<file path="src/rtl/cdc_fifo_pkg.sv">
// cdc_fifo_pkg: shared arbiter state type and packing offsets for the cdc_fifo source arbiter
package cdc_fifo_pkg;
  typedef enum logic [0:0] {ARB_IDLE = 1'b0, ARB_LOCKED = 1'b1} arb_state_t;
  function automatic int last_bit(input int dw);
    return dw;
  endfunction
  function automatic int id_lsb(input int dw);
    return dw + 1;
  endfunction
endpackage

</file>
<file path="src/rtl/cdc_fifo_src_arb_rr_pick.sv">
// rr_pick: combinational round-robin picker, first set req bit at or after ptr_i (wrapping)
//   req_i  : request vector
//   ptr_i  : round-robin start index
//   idx_o  : picked index (valid when any_o)
//   any_o  : at least one request set
module rr_pick #(
  parameter int N  = 4,
  parameter int IW = $clog2(N)
) (
  input  logic [N-1:0]  req_i,
  input  logic [IW-1:0] ptr_i,
  output logic [IW-1:0] idx_o,
  output logic          any_o
);
  logic [2*N-1:0] w_masked;
  int             w_pos;
  // The low copy loses bits below ptr; the untouched high copy supplies the wrap-around.
  always_comb begin
    w_masked = {req_i, req_i} & ~(((2*N)'(1) << ptr_i) - (2*N)'(1));
    w_pos = 0;
    for (int i = 2*N-1; i >= 0; i--) if (w_masked[i]) w_pos = i;
    idx_o = IW'(w_pos >= N ? w_pos - N : w_pos);
  end
  assign any_o = |req_i;
endmodule

</file>
<file path="src/rtl/cdc_fifo_src_arb.sv">
// cdc_fifo_src_arb: round-robin burst-locking arbiter sharing the cdc_fifo source side
//   clk_i, rst_n_i  : source clock, async active-low reset
//   req_valid_i/req_last_i/req_data_i : per-requester beat stream
//   req_ready_o     : per-requester ready, one-hot or zero
//   fifo_data_o     : {id, last, data} to cdc_fifo src_data_i
//   fifo_valid_o/fifo_ready_i : cdc_fifo source handshake
//   busy_o, grant_id_o : grant held / current or most recent grant index
module cdc_fifo_src_arb
  import cdc_fifo_pkg::*;
#(
  parameter  int NUM_REQ    = 4,
  parameter  int DATA_WIDTH = 32,
  parameter  int MAX_BURST  = 16,
  localparam int ID_WIDTH   = $clog2(NUM_REQ),
  localparam int CNT_WIDTH  = $clog2(MAX_BURST) + 1,
  localparam int OUT_WIDTH  = DATA_WIDTH + ID_WIDTH + 1
) (
  input  logic                                clk_i,
  input  logic                                rst_n_i,
  input  logic [NUM_REQ-1:0]                  req_valid_i,
  input  logic [NUM_REQ-1:0]                  req_last_i,
  input  logic [NUM_REQ-1:0][DATA_WIDTH-1:0]  req_data_i,
  output logic [NUM_REQ-1:0]                  req_ready_o,
  output logic [OUT_WIDTH-1:0]                fifo_data_o,
  output logic                                fifo_valid_o,
  input  logic                                fifo_ready_i,
  output logic                                busy_o,
  output logic [ID_WIDTH-1:0]                 grant_id_o
);
  localparam int LAST_BIT = last_bit(DATA_WIDTH);
  localparam int ID_LSB   = id_lsb(DATA_WIDTH);
  arb_state_t           r_state;
  logic [ID_WIDTH-1:0]  r_rr_ptr, r_grant, w_pick, w_next_ptr;
  logic [CNT_WIDTH-1:0] r_beat_cnt;
  logic                 w_any, w_locked, w_last_eff, w_hs;
  rr_pick #(.N(NUM_REQ), .IW(ID_WIDTH)) u_pick (
    .req_i (req_valid_i),
    .ptr_i (r_rr_ptr),
    .idx_o (w_pick),
    .any_o (w_any)
  );
  assign w_locked     = r_state == ARB_LOCKED;
  assign w_last_eff   = req_last_i[r_grant] | (r_beat_cnt == CNT_WIDTH'(MAX_BURST - 1));
  assign fifo_valid_o = w_locked & req_valid_i[r_grant];
  assign w_hs         = fifo_valid_o & fifo_ready_i;
  assign req_ready_o  = w_locked ? NUM_REQ'(fifo_ready_i) << r_grant : '0;
  assign busy_o       = w_locked;
  assign grant_id_o   = r_grant;
  // Explicit modulo so a non-power-of-two NUM_REQ wraps to 0 rather than an unused index.
  assign w_next_ptr   = (r_grant == ID_WIDTH'(NUM_REQ - 1)) ? '0 : r_grant + 1'b1;
  always_comb begin
    fifo_data_o = '0;
    if (w_locked) begin
      fifo_data_o[DATA_WIDTH-1:0]     = req_data_i[r_grant];
      fifo_data_o[LAST_BIT]           = w_last_eff;
      fifo_data_o[OUT_WIDTH-1:ID_LSB] = r_grant;
    end
  end
  always_ff @(posedge clk_i or negedge rst_n_i) begin
    if (!rst_n_i) begin
      r_state    <= ARB_IDLE;
      r_rr_ptr   <= '0;
      r_grant    <= '0;
      r_beat_cnt <= '0;
    end else if (!w_locked) begin
      if (w_any) begin
        r_grant <= w_pick;
        r_state <= ARB_LOCKED;
      end
    end else if (w_hs) begin
      r_beat_cnt <= w_last_eff ? '0 : r_beat_cnt + 1'b1;
      if (w_last_eff) begin
        r_state  <= ARB_IDLE;
        r_rr_ptr <= w_next_ptr;
      end
    end
  end
  a_ready_onehot0: assert property (@(posedge clk_i) disable iff (!rst_n_i) $onehot0(req_ready_o));
  a_valid_held: assert property (@(posedge clk_i) disable iff (!rst_n_i)
    (fifo_valid_o && !fifo_ready_i) |=> fifo_valid_o);
endmodule

</file>
<file path="config.mk">
export PLATFORM = sky130hd
export DESIGN_NAME = cdc_fifo_src_arb
export DESIGN_NICKNAME = d
export VERILOG_FILES = /design/src/rtl/cdc_fifo_pkg.sv /design/src/rtl/cdc_fifo_src_arb_rr_pick.sv /design/src/rtl/cdc_fifo_src_arb.sv
export SDC_FILE = /design/constraint.sdc
export NUM_CORES = 1
export LEC_CHECK = 0
export ABC_AREA = 1
export BUFFER_PORTS_ARGS = -buffer_cell sky130_fd_sc_hd__buf_2
export CAP_MARGIN = 25
export CORE_MARGIN = 3
export CORE_UTILIZATION = 39
export CTS_CLUSTER_SIZE = 40
export DETAILED_ROUTE_END_ITERATION = 7
export PLACE_DENSITY = 0.95
export REMOVE_ABC_BUFFERS = 1
export SLEW_MARGIN = 20
export SYNTH_ARGS = -nofsm -noshare
export SYNTH_HDL_FRONTEND = slang
export SYNTH_SLANG_ARGS = --single-unit
</file>
<file path="constraint.sdc">
create_clock -name clk_i -period 3.9 [get_ports clk_i]
set_clock_uncertainty 0.15 [all_clocks]
set_input_delay 0.78 -clock clk_i [delete_from_list [all_inputs] [get_ports clk_i]]
set_output_delay 0.78 -clock clk_i [all_outputs]
set_load 0.02 [all_outputs]
</file>
==> results.md <==
Layout:
- The most common cell after layout, fill and taps aside is buf_2.
- The layout overhead on the synthesized area is 50.0%.
- Cells with a size suffix above 1 make up 41.1% of the layout.
- With fillers left out, the area of the finished cells amounts to 0.00267 mm².
- The library cells used most frequently in the layout, excluding fill and tap cells, are buf_2, nor2_1, nand2_1, o21ai_0, o21ai_1.
- The net count of the finished layout is 633.
- Leaving out filler cells and counting taps, the final layout contains 541.
- The final cell utilization of the core is 63.5%.

Die:
- The die covers 0.00541 mm².
- Measured along the x axis, the die boundary spans 73.5 µm.
- The number of top-level pins is 182.
- The floorplan has 23 rows.
- For this configuration, the core starts out at a cell density of 42.3%.
- The region available for standard cell placement spans 0.00420 mm².
- The die boundary height is 73.5 µm.

STA:
- For the finished layout, the period the worst path requires is 3.09 ns.
- The number of endpoints with negative hold slack in the final report is 0.
- For the pin with the worst max-slew slack, the measured transition is 0.895 ns.
- The number of slew-limit violations in the final report is 0.
- Setup violations remaining at the end of the flow were counted as 0.
- The setup slack after layout is 0.814 ns.
- After routing, the total negative slack on setup checks comes to 0 ns.
- After layout, the worst path uses 79.1% of the clock period.
- Timing would allow up to 324 MHz.
- The worst hold-check slack is 0.252 ns.
- Setup repair after global routing left no endpoint under its margin.
- The worst max-slew margin expressed relative to the limit is 40.4%.

Worst setup path:
- The startpoint of the worst-slack reg-to-reg timing path is grant_id_o[1].
- The category of the worst setup path capture point is an output pin.
- The worst endpoint required time is 2.97 ns.
- The critical path class is register to output pin.
- The start point of the critical path is grant_id_o[1].
- The setup slack of the most critical reg-to-reg path is 1.73 ns.
- The category of the worst setup path launch point is a register.
- Data arrives at the worst endpoint at 2.16 ns.
- For the worst flop-to-flop path, the logic depth is 7.
- The maximum fanout along the worst path is 24.
- In this run the critical register-to-register path is captured at busy_o.

Global routing:
- The combined global-route utilization of all metal layers is 25.3%.
- The via count of the first global-routing pass was 2,432.
- Summed over all layers, the global routing overflow is 0.
- The maximum number of pins on one net before global-route repair is 70.
- The initial antenna violation count came to 2.
- The first-pass GRT wire length is 11.1 mm.

Yosys:
- The yosys synthesis warning count is 0.
- The flip-flop and latch count after synthesis is 10.
- The top flip-flop cell by instance count after synthesis is dfrtp_1.
- The number of enable flip-flop cells after synthesis is 0.
- Of the post-synthesis cell area, the dominant cell type holds 22.6%.
- The mean cell area of the mapped netlist is 5.47 µm².
- The share of flip-flops with an asynchronous set or reset after synthesis is 100%.
- Ranked by total cell area, the synthesized netlist is headed by nor2_1, dfrtp_1, o21ai_0, nand2_1, o21ai_1.
- After synthesis, flip-flops and latches occupy 14.1% of the total area.
- Counting distinct cell types in the post-synthesis netlist gives 28.
- The cell count after synthesis is 325.
- The library cell with the largest summed area after synthesis is nor2_1.
- The cell area after synthesis is 0.00178 mm².

Placement:
- The pre-CTS setup slack is 1.07 ns.
- The cell total after placement is 535.
- The final weighted congestion in routability-driven placement is 0.999.
- Once detailed placement completed, the half-perimeter wirelength came to 5.66 mm.
- The count of buffers added on input and output ports is 181.
- The area of placed instances is 0.00262 mm².

Clock tree:
- CTS built an H-tree with a depth of 1.
- For this design, the sink count on the clock tree is 10.
- The count of buffers added by post-CTS timing repair for setup is 0.
- In this run, post-CTS hold repair placed 0 buffers.
- The post-CTS resize count is 0.
- The clock transition time at the flip-flop clock pins of the worst setup and hold paths is 0.05 ns.
- CTS placed an instance of clkbuf_8 at the clock tree root.
- TritonCTS built the clock tree.
- The number of buffers created by CTS is 3.
- The clock latency on the worst-skew pair is 0.23 ns.
- The clock passes through at most 2 buffers.

Detailed routing:
- The first TritonRoute pass finished after 4 iterations.
- After detailed routing, the number of vias per cell comes to 5.19.
- The via count is 2,806.
- The routed design has 7.13 mm of wire.
- The post-detailed-route DRC marker count is 0.
- The wire length per cell is 13.2 µm.
- The detailed router's first-iteration violation count is 176.
- In this run the remaining antenna-violating nets after routing total 0.

Power:
- For this design the ratio of total power to cell area is 723 mW/mm².
- The static leakage is 1.49 nW.
- Summing internal, switching and leakage power gives 1.93 mW.
- VDD sags by at most 0.436 mV.

Min path:
- The path category of the worst min-delay check is primary input to async pin.

Run status:
- The run finished with clean final reports.

Run:
- Max-cap violations in this run came to 0.
## critical path: stages, from the launching register on
cell,delay [ns]
dfrtp_1,0.92
inv_2,0.34
nor2_1,0.19
o21ai_0,0.10
a21oi_1,0.17
buf_2,0.20
## layer usage
layer / global-route usage, % / wire length [µm]
met5: 0 / 0
met4: 6.64 / 81
met3: 3.28 / 612
met2: 46.4 / 3640
met1: 30.5 / 2800
## report_power, final
part,switching (mW),leakage (nW),internal [mW]
Sequential,0.0976,0.127,0.138
Combinational,1.05,1.34,0.535
Clock,0.0361,0.0228,0.0712
Total,1.19,1.49,0.744
## Yosys cell counts (3+ instances only)
cell type  instances
buf_4              6
nand2_4            4
buf_2              7
o22ai_1           15
clkbuf_1           5
o21ai_1           29
ha_1               4
o21ai_0           40
buf_6              3
dfrtp_1           10
nand3_2            3
inv_1             10
nor2_1           107
a21oi_1           18
nand3_1            7
nand2_1           41
## cells by family (layout without fill, tap and decap cells)
kind of cell,after synthesis,count (layout),synth area share (%)
flip-flops,10,10,14.1
XOR/XNOR,2,2,0.985
AND/OR/NAND/NOR,170,170,41.2
other,0,2,0
buffers and inverters,37,201,11.1
AO/OA/AOI/OAI,102,102,29.8
adder cells (fa/ha/maj),4,4,2.82
## area by class of cell
| type | instances | area [µm²] |
|---|---|---|
| repair buffers | 182 | 913 |
| diodes | 2 | 5.00 |
| flip-flops and latches | 10 | 251 |
| fillers | 397 | 1530 |
| multi-input cells | 278 | 1330 |
| clock buffers | 4 | 45.0 |
| inverters | 15 | 60.1 |
| well taps | 50 | 62.6 |
## registers in the layout (all words and copies together) (netlist names)
signal	flops
busy_o	1
r_rr_ptr	2
r_beat_cnt	5
grant_id_o	2
## how the worst max path moves through the flow
stage,to
3_5_place_dp,fifo_data_o[1]
4_1_cts,fifo_data_o[1]
3_3_place_gp,fifo_data_o[32]
2_1_floorplan,fifo_data_o[32]
5_1_grt,fifo_data_o[11]
6_report,fifo_data_o[1]
Note: power is estimated with default switching activity, not from simulation.
